**config.mk**
```make
export PLATFORM = sky130hd
export DESIGN_NAME = instr_fetch
export DESIGN_NICKNAME = d
export VERILOG_FILES = /design/src/rtl/rv32i_pkg.sv /design/src/rtl/fetch_fifo2.sv /design/src/rtl/instr_fetch.sv
export SDC_FILE = /design/constraint.sdc
export NUM_CORES = 1
export LEC_CHECK = 0
export ABC_AREA = 1
export CORE_MARGIN = 3
export CORE_UTILIZATION = 40
export DETAILED_ROUTE_END_ITERATION = 10
export SLEW_MARGIN = 20
export SYNTH_ARGS = -nofsm -noshare
export SYNTH_HDL_FRONTEND = slang
export SYNTH_SLANG_ARGS = --single-unit
```
**constraint.sdc**
```tcl
create_clock -name clk -period 16.7 [get_ports clk]
set_clock_uncertainty 0.15 [all_clocks]
set_input_delay 3.34 -clock clk [delete_from_list [all_inputs] [get_ports clk]]
set_output_delay 3.34 -clock clk [all_outputs]
set_load 0.01 [all_outputs]
```
**src/rtl/rv32i_pkg.sv**
```systemverilog
// rv32i_pkg: shared fetch types and constants
package rv32i_pkg;
  localparam int ILEN = 32;
  localparam logic [ILEN-1:0] RESET_PC_DEF = 32'h0000_0000;
  localparam logic [ILEN-1:0] NOP = 32'h0000_0013;
  typedef enum logic {IDLE, RUN} fetch_state_e;
  typedef struct packed {
    logic [ILEN-1:0] pc;
    logic [ILEN-1:0] instr;
  } fetch_entry_t;
endpackage

```
**src/rtl/fetch_fifo2.sv**
```systemverilog
// fetch_fifo2: 2-entry {pc,instr} FIFO whose head drives the decode interface
module fetch_fifo2
  import rv32i_pkg::*;
(
  input  logic         clk,
  input  logic         rst,
  input  logic         i_push,
  input  logic         i_pop,
  input  logic         i_flush,
  input  fetch_entry_t i_din,
  output fetch_entry_t o_head,
  output logic [1:0]   o_count
);
  fetch_entry_t r_mem [2];
  logic r_wr, r_rd;
  logic [1:0] r_cnt;
  always_ff @(posedge clk or posedge rst)
    if (rst) begin
      r_mem[0] <= '0;
      r_mem[1] <= '0;
      r_wr <= 1'b0;
      r_rd <= 1'b0;
      r_cnt <= 2'd0;
    end else if (i_flush) begin
      r_wr <= 1'b0;
      r_rd <= 1'b0;
      r_cnt <= 2'd0;
    end else begin
      if (i_push) r_mem[r_wr] <= i_din;
      r_wr <= r_wr ^ i_push;
      r_rd <= r_rd ^ i_pop;
      r_cnt <= r_cnt + 2'(i_push) - 2'(i_pop);
    end
  assign o_head = r_mem[r_rd];
  assign o_count = r_cnt;
endmodule

```
**src/rtl/instr_fetch.sv**
```systemverilog
// instr_fetch: fetch PC, one-deep memory request tracking and credit-limited issue
// into a 2-entry output buffer, with redirect flush and misalignment pulse.
module instr_fetch
  import rv32i_pkg::*;
#(
  parameter int              ADDR_W   = 10,
  parameter logic [ILEN-1:0] RESET_PC = RESET_PC_DEF,
  parameter int              DEPTH    = 2
) (
  input  logic              clk,
  input  logic              rst,
  input  logic              fetch_en,
  input  logic              redirect_valid,
  input  logic [ILEN-1:0]   redirect_pc,
  output logic [ADDR_W-1:0] imem_addr,
  input  logic [ILEN-1:0]   imem_instr,
  output logic              out_valid,
  input  logic              out_ready,
  output logic [ILEN-1:0]   out_pc,
  output logic [ILEN-1:0]   out_instr,
  output logic              misalign
);
  fetch_state_e r_state, w_next;
  logic [ILEN-1:0] r_fpc, r_inflight_pc;
  logic r_inflight, r_misalign;
  logic w_run, w_pop, w_push, w_issue;
  logic [1:0] w_count;
  logic [2:0] w_occ;
  fetch_entry_t w_din, w_head;
  always_ff @(posedge clk or posedge rst)
    if (rst) r_state <= IDLE;
    else r_state <= w_next;
  always_comb w_next = fetch_en ? RUN : IDLE;
  always_comb w_run = (r_state == RUN);
  assign w_pop = out_valid && out_ready;
  assign w_push = r_inflight && !redirect_valid;
  // Occupancy counts the word already in flight so a push can never overflow.
  assign w_occ = 3'(w_count) + 3'(r_inflight) - 3'(w_pop);
  assign w_issue = w_run && !redirect_valid && (w_occ < 3'(DEPTH));
  always_ff @(posedge clk or posedge rst)
    if (rst) begin
      r_fpc <= RESET_PC;
      r_inflight <= 1'b0;
      r_inflight_pc <= '0;
      r_misalign <= 1'b0;
    end else begin
      r_misalign <= redirect_valid && |redirect_pc[1:0];
      r_inflight <= w_issue;
      if (redirect_valid) r_fpc <= {redirect_pc[ILEN-1:2], 2'b00};
      else if (w_issue) begin
        r_fpc <= r_fpc + 32'd4;
        r_inflight_pc <= r_fpc;
      end
    end
  assign w_din = '{pc: r_inflight_pc, instr: imem_instr};
  fetch_fifo2 u_fifo (
    .clk     (clk),
    .rst     (rst),
    .i_push  (w_push),
    .i_pop   (w_pop),
    .i_flush (redirect_valid),
    .i_din   (w_din),
    .o_head  (w_head),
    .o_count (w_count)
  );
  assign imem_addr = r_fpc[ADDR_W+1:2];
  assign out_valid = (w_count != 2'd0);
  assign out_pc = w_head.pc;
  assign out_instr = w_head.instr;
  assign misalign = r_misalign;
endmodule

```
==> key figures, run 1 <==
Timing
  – Setup TNS: 0 ps
  – Slew HR: 0.3113
  – Peak Freq: between 150 and 200 MHz
  – Worst slew pin tran: a little over 1000 ps
  – RSZ-0062 raised after global routing: no
  – Tcrit/Tclk final: 0.3789
  – Setup ws final: between 10000 and 15000 ps
  – Final setup vio count: 0
  – Min Tclk post-route: 6327 ps
  – Hold Vio Cnt, Final: 0
  – Slew Viols, Final: 0

Clocking
  – CTS tree: done
  – # H-tree levels: 4
  – Clk pin slew, worst setup/hold paths: around 70 ps
  – Root buf cell: clkbuf_16
  – CTS Buffer Depth: 2
  – Worst skew pair latency: ~420 ps
  – Post-CTS Setup Inserts: 0
  – CTS buffer count: 17
  – Post-CTS Hold Buffers: 0
  – CTS Sinks: between 150 and 200
  – Post-CTS resize count: 0

Logic synthesis
  – Cell area after synthesis: 9224 um2
  – Distinct cells, synth: 30
  – #FFs+latches synth: 191
  – Post-Syn Area per Cell: 7.610 um2
  – Mapped Cells: about 1200
  – Seq/Total Area, Yosys: 0.5182
  – Ys Warns: 0

Status
  – Outcome: finished clean

Critical path
  – Setup crit end kind: output port
  – Top delay family on crit path: buffers and inverters
  – WP data required: around 13000 ps
  – CP peak stage delay: 580 ps
  – Worst-path maximum fanout: 63
  – CP Launch Type: register
  – Crit path launch: u_fifo.r_rd
  – WP data arrival: 2840 ps
  – Critical-path cell list: buf_4 > inv_2 > buf_4 > nand2_1 > nand2_1 > clkdlybuf4s50_1
  – Slowest cell on crit path: clkdlybuf4s50_1
  – Worst path bufs/invs: 4
  – RR Startpoint: u_fifo.o_count[1]
  – CP Class: reg -> out

Placement
  – Cells after DPL: ~1600
  – IO Port Bufs: approximately 140
  – Setup WS pre-CTS: roughly 10000 ps
  – GP Congestion: approximately 0.83
  – DP HPWL: ~15000 um

Route
  – DRC violations left: 0
  – DR vias/cell: 4.728
  – WL per Instance: 13.74 um
  – Via count: 7602
  – Drt first pass iters: 5
  – Routed WL: between 20000 and 25000 um
  – Initial DRC Count: 528
  – Final ANT Viol Nets: 0

Floorplan
  – # IOs: around 150
  – Initial core utilization: 0.4149
  – Die width: between 150 and 200 um
  – Die Y: 157.9 um
  – Die area: about 25000 um2
  – Row Count: 54
  – Core ar.: ~22000 um2

Global routing
  – First-pass GRT wire length: approximately 36000 um
  – Global route total overflow: 0
  – Initial antenna violation count: 0
  – Largest net degree at the start of global routing: between 100 and 150
  – Vias in the first global route: around 7100
  – GRT Util Overall: 0.1808

Final layout
  – Area grow syn2layout: 21.74%
  – Commonest non-fill, non-tap cell in the layout: nand2_1
  – Final Util: 0.5052
  – Final Non-Filler Cells: between 1500 and 2000
  – Most frequent cells in the layout: 482 x nand2_1, 190 x dfrtp_1, 142 x clkdlybuf4s50_1
  – ANT cells: 0
  – Share of layout cells above drive strength 1: 0.04593
  – Fin nets: approximately 1400

Power
  – Reg power frac: 0.407
  – Int Power: 0.001201 W
  – Maximum vdd drop: 0.00007238 V
  – P per Cell Area: between 150 and 200 nW/um2
  – Sw Ratio: 0.3684
  – Switching power: between 0.0007 and 0.0008 W
  – Combinational Power Share: 0.388
  – Clock power frac: 0.205
  – Lkg Pwr: approximately 5.6 nW

Min path
  – Min-delay src: u_fifo.r_mem[63]
  – Hold WC Path Type: reg -> reg

Run
  – Max Cap Viol: 0
final timing paths:
| check | end | slack, ps | depth (start not counted) |
|---|---|---|---|
| setup / recovery | out_pc[20] | 10370 | 6 |
| hold / removal | u_fifo.r_mem[63] | 330 | 2 |
| setup reg to reg | r_fpc[8] | 13130 | 16 |
| hold reg to reg | u_fifo.r_mem[63] | 330 | 2 |
| max in group asynchronous | u_fifo.r_mem[55] | 11220 | 4 |
| min in group asynchronous | u_fifo.r_mem[86] | 3200 | 2 |
through the flow:
step | hold slack, ps | power, W | area (um2)
floorplan | 303.0 | 0.001210 | 9228
finish | 334.1 | 0.001901 | 11230
CTS | 336.9 | 0.001925 | 11230
global route | 354.6 | 0.002061 | 11230
global placement | 315.0 | 0.001509 | 10670
detailed placement | 319.4 | 0.001528 | 10670
worst register-to-register path, delay by kind of cell (launching register included):
family | cells | cell delay (ps)
fa+ha+maj | 2 | 700
buf+inv | 5 | 1100
flops | 1 | 460
simple gates | 9 | 1100
synthesized netlist by cell type:
| cell | number | area (um2) |
|---|---|---|
| nand2_4 | 1 | 11.26 |
| inv_6 | 1 | 8.760 |
| buf_4 | 13 | 97.59 |
| inv_1 | 134 | 503.0 |
| nor2_2 | 5 | 31.28 |
| clkbuf_1 | 27 | 101.4 |
| or2_2 | 1 | 6.260 |
| and2_1 | 1 | 6.260 |
| xor2_1 | 3 | 26.28 |
| buf_2 | 16 | 80.08 |
| buf_1 | 1 | 3.750 |
| xnor2_1 | 1 | 8.760 |
| conb_1 | 1 | 3.750 |
| nand3_1 | 65 | 325.3 |
| fa_1 | 1 | 20.02 |
| o21ai_1 | 62 | 310.3 |
| ha_1 | 4 | 50.05 |
| a21oi_1 | 14 | 70.07 |
| o21ai_2 | 2 | 17.52 |
| nand2_1 | 482 | 1809 |
| dfrtp_1 | 191 | 4780 |
| buf_6 | 10 | 112.6 |
| inv_2 | 4 | 15.01 |
| nand4_1 | 1 | 6.260 |
| nand2_2 | 3 | 18.77 |
| nand3_4 | 1 | 17.52 |
| o211ai_1 | 2 | 15.01 |
| nor2_4 | 4 | 45.04 |
| nor2_1 | 66 | 247.7 |
| o21ai_0 | 95 | 475.5 |
cell families after synthesis:
kind of cell | share of synthesized area
other cells | 0.0004066
buf+inv | 0.09997
flops | 0.5182
compound gates | 0.09631
xor+xnor | 0.003799
fa+ha+maj | 0.007597
simple gates | 0.2737
per-layer routing:
metal,GRT usage,vias up,share of wire
li1,-,3936,-
met5,0,-,0
met2,0.2754,164,0.44
met4,0.03678,0,0.0065
met1,0.2724,3490,0.51
met3,0.03226,12,0.042
sequential cells by signal, summed over array words and instances, names as in the netlist:
name and flops:
misalign 1, r_fpc 30, r_inflight 1, r_inflight_pc 30
r_state 1, u_fifo.o_count 2, u_fifo.r_mem 124, u_fifo.r_rd 1
u_fifo.r_wr 1
power groups by stage:
stage / combinational (W) / sequential (W) / clock [W]
after global routing: 0.000841 / 0.000798 / 0.000422
after global placement: 0.000734 / 0.000775 / 0
after detailed placement: 0.000748 / 0.000780 / 0
after floorplan: 0.000461 / 0.000750 / 0
after CTS: 0.000751 / 0.000773 / 0.000401
final: 0.000738 / 0.000774 / 0.000390
final cells by class:
cell class	count	area [um2]
clock inverters	11	107.6
well taps	280	350.3
multi-input cells	816	3526
clock buffers	21	450.4
repair buffers	150	1481
flip-flops and latches	191	4781
inverters	139	533.0
fillers	2213	11000
Note: power is estimated with default switching activity, not from simulation.
==> run 2, diff against run 1 <==
==> constraint.sdc (replaced) <==
create_clock -name clk -period 5.8 [get_ports clk]
set_clock_uncertainty 0.15 [all_clocks]
set_input_delay 1.16 -clock clk [delete_from_list [all_inputs] [get_ports clk]]
set_output_delay 1.16 -clock clk [all_outputs]
set_load 0.01 [all_outputs]
==> key figures, run 2 (synthesis results as in run 1) <==
Global routing
  – GRT Util Overall: 0.1838 (+0.002939)
  – Vias in the first global route: 7182 (+1.9%)
  – Global route total overflow: 0 (unchanged)
  – First-pass GRT wire length: 36800 um (+1.4%)
  – Largest net degree at the start of global routing: 94 (-18%)
  – Initial antenna violation count: 0 (unchanged)

Min path
  – Hold depth: 2 (unchanged)
  – Hold WC Path Type: reg -> reg

Clocking
  – CTS Buffer Depth: 2 (unchanged)
  – Clk pin slew, worst setup/hold paths: 70 ps (about the same)
  – Worst skew pair latency: 430 ps (about the same)
  – Root buf cell: clkbuf_16
  – Post-CTS Hold Buffers: 0 (unchanged)
  – # H-tree levels: 4 (unchanged)
  – CTS tree: done
  – CTS Sinks: 191 (unchanged)
  – Post-CTS resize count: 0 (unchanged)
  – CTS buffer count: 17 (unchanged)
  – Post-CTS Setup Inserts: 0 (unchanged)

Route
  – DRC violations left: 0 (unchanged)
  – Metal3 WL: 948 um (+1.6%)
  – Routed WL: 22150 um (+0.26%)
  – Via count: 7547 (-0.72%)
  – WL per Instance: 13.76 um (+0.14%)
  – Wire length on met1: 11360 um (+0.11%)
  – Initial DRC Count: 532 (+0.76%)
  – Final ANT Viol Nets: 0 (unchanged)
  – DR WL met2: 9653 um (-0.13%)
  – Drt first pass iters: 5 (unchanged)
  – DR vias/cell: 4.688 (-0.85%)
  – DR top layer: met4

Critical path
  – Worst-path maximum fanout: 34 (-46%)
  – CP Launch Type: register
  – Reg2reg path depth: 15 (-1)
  – WP data arrival: 2520 ps (-320 ps)
  – CP Class: reg -> out
  – Setup crit end kind: output port
  – WP data required: 4490 ps (-8720 ps)

Floorplan
  – # IOs: 145 (unchanged)
  – Core ar.: 22230 um2 (unchanged)
  – Die Y: 157.9 um (unchanged)
  – Row Count: 54 (unchanged)
  – Initial core utilization: 0.4149 (unchanged)
  – Die width: 157.9 um (unchanged)
  – Die area: 24920 um2 (unchanged)

Final layout
  – Most frequent cells in the layout: 482 x nand2_1, 190 x dfrtp_1, 142 x clkdlybuf4s50_1
  – Top reg by flops: u_fifo.r_mem
  – Commonest non-fill, non-tap cell in the layout: nand2_1
  – Max reg flops: 124 (unchanged)
  – Area grow syn2layout: 21.95%
  – # fillers: 2165 (-2.2%)
  – Sequential cell area: 4781 um2 (unchanged)
  – Share of layout cells above drive strength 1: 0.04737 (+0.001435)
  – Final Util: 0.5060 (+0.0008450)
  – Fin nets: 1391 (+0.14%)
  – Regs by FF count: u_fifo.r_mem: 124 flops, r_fpc: 30 flops, r_inflight_pc: 30 flops
  – Multi-input gate area: 3526 um2 (unchanged)
  – ANT cells: 0 (unchanged)

Timing
  – Hold Vio Cnt, Final: 0 (unchanged)
  – Slew HR: 0.4133 (+0.1019)
  – Setup TNS: 0 ps (unchanged)
  – RSZ-0062 raised after global routing: no
  – Peak Freq: approximately 260 MHz
  – Min Tclk post-route: around 3800 ps
  – Worst slew pin tran: 878.3 ps (-154.7 ps)
  – Final setup vio count: 0 (unchanged)
  – Slew Viols, Final: 0 (unchanged)
  – Tcrit/Tclk final: 0.6605

Power
  – Sw Ratio: 0.3703 (+0.001924)
  – Clock power frac: 0.204 (about the same)
  – Maximum vdd drop: 0.0001677 V (+130%)
  – Lkg Pwr: 5.632 nW (about the same)
  – Int Power: 0.003445 W (+190%)
  – Combinational Power Share: 0.389 (about the same)
  – Total chip power: 0.005471 W (+190%)
  – P per Cell Area: 486.4 nW/um2 (+190%)
  – Reg power frac: 0.408 (about the same)
  – Switching power: 0.002026 W (+190%)

Placement
  – GP Congestion: 0.8595 (+3.3%)
  – IO Port Bufs: 142 (unchanged)
  – DP HPWL: 15050 um (+2.6%)

Run
  – Max Cap Viol: 0 (unchanged)

Status
  – Outcome: finished clean
==> run 2: cell types whose count changed in the layout (fill, tap and decap cells not counted), sizes merged <==
cell      before  now
inv          140  139
clkinv         7    6
clkinvlp       2    5
clkbuf        21   20
buf            8   10
==> run 2: layout make-up <==
cell class / count / area share
repair buffers: 152 / 0.1341
clock buffers: 20 / 0.03882
clock inverters: 12 / 0.01012
flip-flops and latches: 191 / 0.4250
inverters: 139 / 0.04727
well taps: 280 / 0.03115
multi-input cells: 816 / 0.3135
==> run 2: stage by stage <==
stage,worst slack (ps),instance area [um2],hold slack [ps],cells
5_1_grt,1751,11250,348.7,1610
6_report,1969,11250,332.3,1610
3_5_place_dp,1771,10700,319.1,1578
4_1_cts,1907,11250,335.4,1610
3_3_place_gp,1851,10700,316.0,1578
2_1_floorplan,2028,9231,303.0,1213
==> run 2: power groups by stage <==
| stage | clock, W | sequential, W | combinational, W |
|---|---|---|---|
| 6_report | 0.00111 | 0.00223 | 0.00213 |
| 5_1_grt | 0.00120 | 0.00231 | 0.00244 |
| 3_5_place_dp | 0 | 0.00225 | 0.00216 |
| 2_1_floorplan | 0 | 0.00216 | 0.00133 |
| 3_3_place_gp | 0 | 0.00224 | 0.00213 |
| 4_1_cts | 0.00114 | 0.00223 | 0.00217 |
==> run 2: final timing paths <==
path                              startpoint                to  slack (ps)
max                              u_fifo.r_rd        out_pc[20]        1970
min                         u_fifo.r_mem[63]  u_fifo.r_mem[63]         330
max reg2reg                u_fifo.o_count[1]         r_fpc[31]        2780
min reg2reg                 u_fifo.r_mem[63]  u_fifo.r_mem[63]         330
max in group asynchronous                rst  u_fifo.r_mem[73]        3150
min in group asynchronous                rst  u_fifo.r_mem[95]        1110
==> run 2: layer usage <==
| metal | up-vias | GRT usage |
|---|---|---|
| li1 | 3933 | - |
| met1 | 3436 | 0.2772 |
| met2 | 165 | 0.2799 |
| met3 | 13 | 0.02898 |
| met4 | 0 | 0.04174 |
| met5 | - | 0 |
==> run 2: critical path, stage by stage, from the launching register on <==
cell,delay [ps]
dfrtp_2,400
inv_2,460
buf_4,480
nand2_1,90
nand2_1,70
clkdlybuf4s50_1,580
==> run 3, diff against run 2 <==
==> constraint.sdc (replaced) <==
create_clock -name clk -period 3.2 [get_ports clk]
set_clock_uncertainty 0.15 [all_clocks]
set_input_delay 0.64 -clock clk [delete_from_list [all_inputs] [get_ports clk]]
set_output_delay 0.64 -clock clk [all_outputs]
set_load 0.01 [all_outputs]
==> key figures, run 3 (synthesis results as in run 1) <==
Timing
  – Peak Freq: roughly 330 MHz
  – Worst slew pin tran: 741.0 ps (-137.3 ps)
  – Tcrit/Tclk final: 0.9408
  – Hold Vio Cnt, Final: 0 (unchanged)
  – RSZ-0062 raised after global routing: no
  – Slew HR: 0.5060 (+0.09275)
  – Slew Viols, Final: 0 (unchanged)
  – Min Tclk post-route: 3011 ps
  – Hold Slack: 332.1 ps (-0.1980 ps)
  – Final setup vio count: 0 (unchanged)
  – Setup ws final: 189.3 ps (-1780 ps)

Critical path
  – Most frequent CP cell: nand2_1
  – CP Class: reg -> out
  – Slowest cell on crit path: buf_4
  – WP data required: 2410 ps (-2080 ps)
  – Critical-path cell list: buf_4 > nand2_1 > nand2_1 > clkdlybuf4s50_1
  – CP peak stage delay: 590 ps (about the same)
  – CP Launch Type: register
  – Setup crit end kind: output port
  – WP data arrival: 2220 ps (-300 ps)
  – Worst-path maximum fanout: 62 (+82%)
  – Flop2flop setup slack: 500 ps (-2280 ps)
  – Reg2reg path depth: 15 (unchanged)

Power
  – P per Cell Area: 883.1 nW/um2 (+82%)
  – Lkg Pwr: 5.732 nW (+1.8%)
  – Maximum vdd drop: 0.0003214 V (+92%)
  – Total chip power: 0.01010 W (+85%)

Placement
  – Setup WS pre-CTS: 19.37 ps (-1752 ps)
  – Cells after DPL: 1584 (+0.38%)
  – GP Congestion: 0.8386 (-2.4%)
  – IO Port Bufs: 142 (unchanged)
  – Dpl cell area: 10860 um2 (+1.5%)
  – DP HPWL: 15240 um (+1.2%)

Final layout
  – ANT cells: 0 (unchanged)
  – Most frequent cells in the layout: 482 x nand2_1, 190 x dfrtp_1, 142 x clkdlybuf4s50_1
  – Regs by FF count: u_fifo.r_mem: 124 flops, r_fpc: 30 flops, r_inflight_pc: 30 flops
  – Multi-input gate area: 3526 um2 (unchanged)
  – Commonest non-fill, non-tap cell in the layout: nand2_1
  – Design Area, Final: 11440 um2 (+1.7%)
  – Area grow syn2layout: 24.02%
  – Share of layout cells above drive strength 1: 0.05169 (+0.004317)
  – Fin nets: 1397 (+0.43%)
  – Final Non-Filler Cells: 1615 (+0.31%)
  – Top reg by flops: u_fifo.r_mem
  – Sequential cell area: 4781 um2 (unchanged)
  – Max reg flops: 124 (unchanged)
  – # fillers: 2169 (+0.18%)

Clocking
  – CTS Buffer Depth: 2 (unchanged)
  – CTS Sinks: 191 (unchanged)
  – Post-CTS Setup Inserts: 0 (unchanged)
  – CTS buffer count: 17 (unchanged)
  – Post-CTS resize count: 0 (unchanged)
  – Post-CTS Hold Buffers: 0 (unchanged)
  – Root buf cell: clkbuf_16
  – # H-tree levels: 4 (unchanged)
  – Clk pin slew, worst setup/hold paths: 60 ps (about the same)
  – CTS tree: done
  – Worst skew pair latency: 430 ps (about the same)

Route
  – Routed WL: 21910 um (-1.1%)
  – Final ANT Viol Nets: 0 (unchanged)
  – Via count: 7652 (+1.4%)
  – Drt first pass iters: 5 (unchanged)
  – DR vias/cell: 4.738 (+1.1%)
  – Initial DRC Count: 617 (+16%)
  – WL per Instance: 13.57 um (-1.4%)
  – DRC violations left: 0 (unchanged)

Global routing
  – Global route total overflow: 0 (unchanged)
  – GRT Util Overall: 0.1840 (+0.0002529)
  – Vias in the first global route: 7244 (+0.86%)
  – Largest net degree at the start of global routing: 80 (-15%)
  – First-pass GRT wire length: 36950 um (+0.41%)
  – Initial antenna violation count: 0 (unchanged)

Floorplan
  – Die Y: 157.9 um (unchanged)
  – Core ar.: 22230 um2 (unchanged)
  – Row Count: 54 (unchanged)
  – Die width: 157.9 um (unchanged)
  – Initial core utilization: 0.4149 (unchanged)
  – Die area: 24920 um2 (unchanged)
  – # IOs: 145 (unchanged)

Min path
  – Hold depth: 2 (unchanged)
  – Hold WC Path Type: reg -> reg

Status
  – Outcome: finished clean

Run
  – Max Cap Viol: 0 (unchanged)
-- run 3: cell type report --
type                       instances  share of cell area
clock inverter                     9            0.009625
clock buffer                      22             0.04145
timing repair buffer             158              0.1457
multi-input combinational        816              0.3082
inverter                         139             0.04648
sequential                       191              0.4179
tap                              280             0.03062
-- run 3: final timing paths --
path                              startpoint          endpoint
hold reg to reg             u_fifo.r_mem[99]  u_fifo.r_mem[99]
setup / recovery                 u_fifo.r_rd        out_pc[31]
max in group asynchronous                rst  u_fifo.r_mem[36]
min in group asynchronous                rst          r_fpc[2]
setup reg to reg           u_fifo.o_count[1]         r_fpc[25]
hold / removal              u_fifo.r_mem[99]  u_fifo.r_mem[99]
-- run 3: per-layer routing --
metal | track usage | wire length (um)
met5 | 0 | 0
met4 | 0.03967 | 205
met3 | 0.03417 | 1022
met2 | 0.2841 | 9731
met1 | 0.2716 | 10950
-- run 3: metrics by stage --
stage | setup TNS [ps] | util
2_1_floorplan | -10020 | -
3_3_place_gp | 0 | 0.4883
3_5_place_dp | 0 | 0.4883
4_1_cts | 0 | 0.5146
5_1_grt | 0 | 0.5146
6_report | 0 | 0.5146
-- run 3: where the power goes --
part	internal [W]	switching, W	leakage, nW
Clock	0.00121	0.000902	0.278
Combinational	0.00182	0.00214	3.05
Sequential	0.00343	0.000609	2.41
-- run 3: critical path, delay by kind of cell (launching register included) --
kind	cells	cell delay, ps
buf+inv	2	1180
simple gates	2	250
flops	1	360
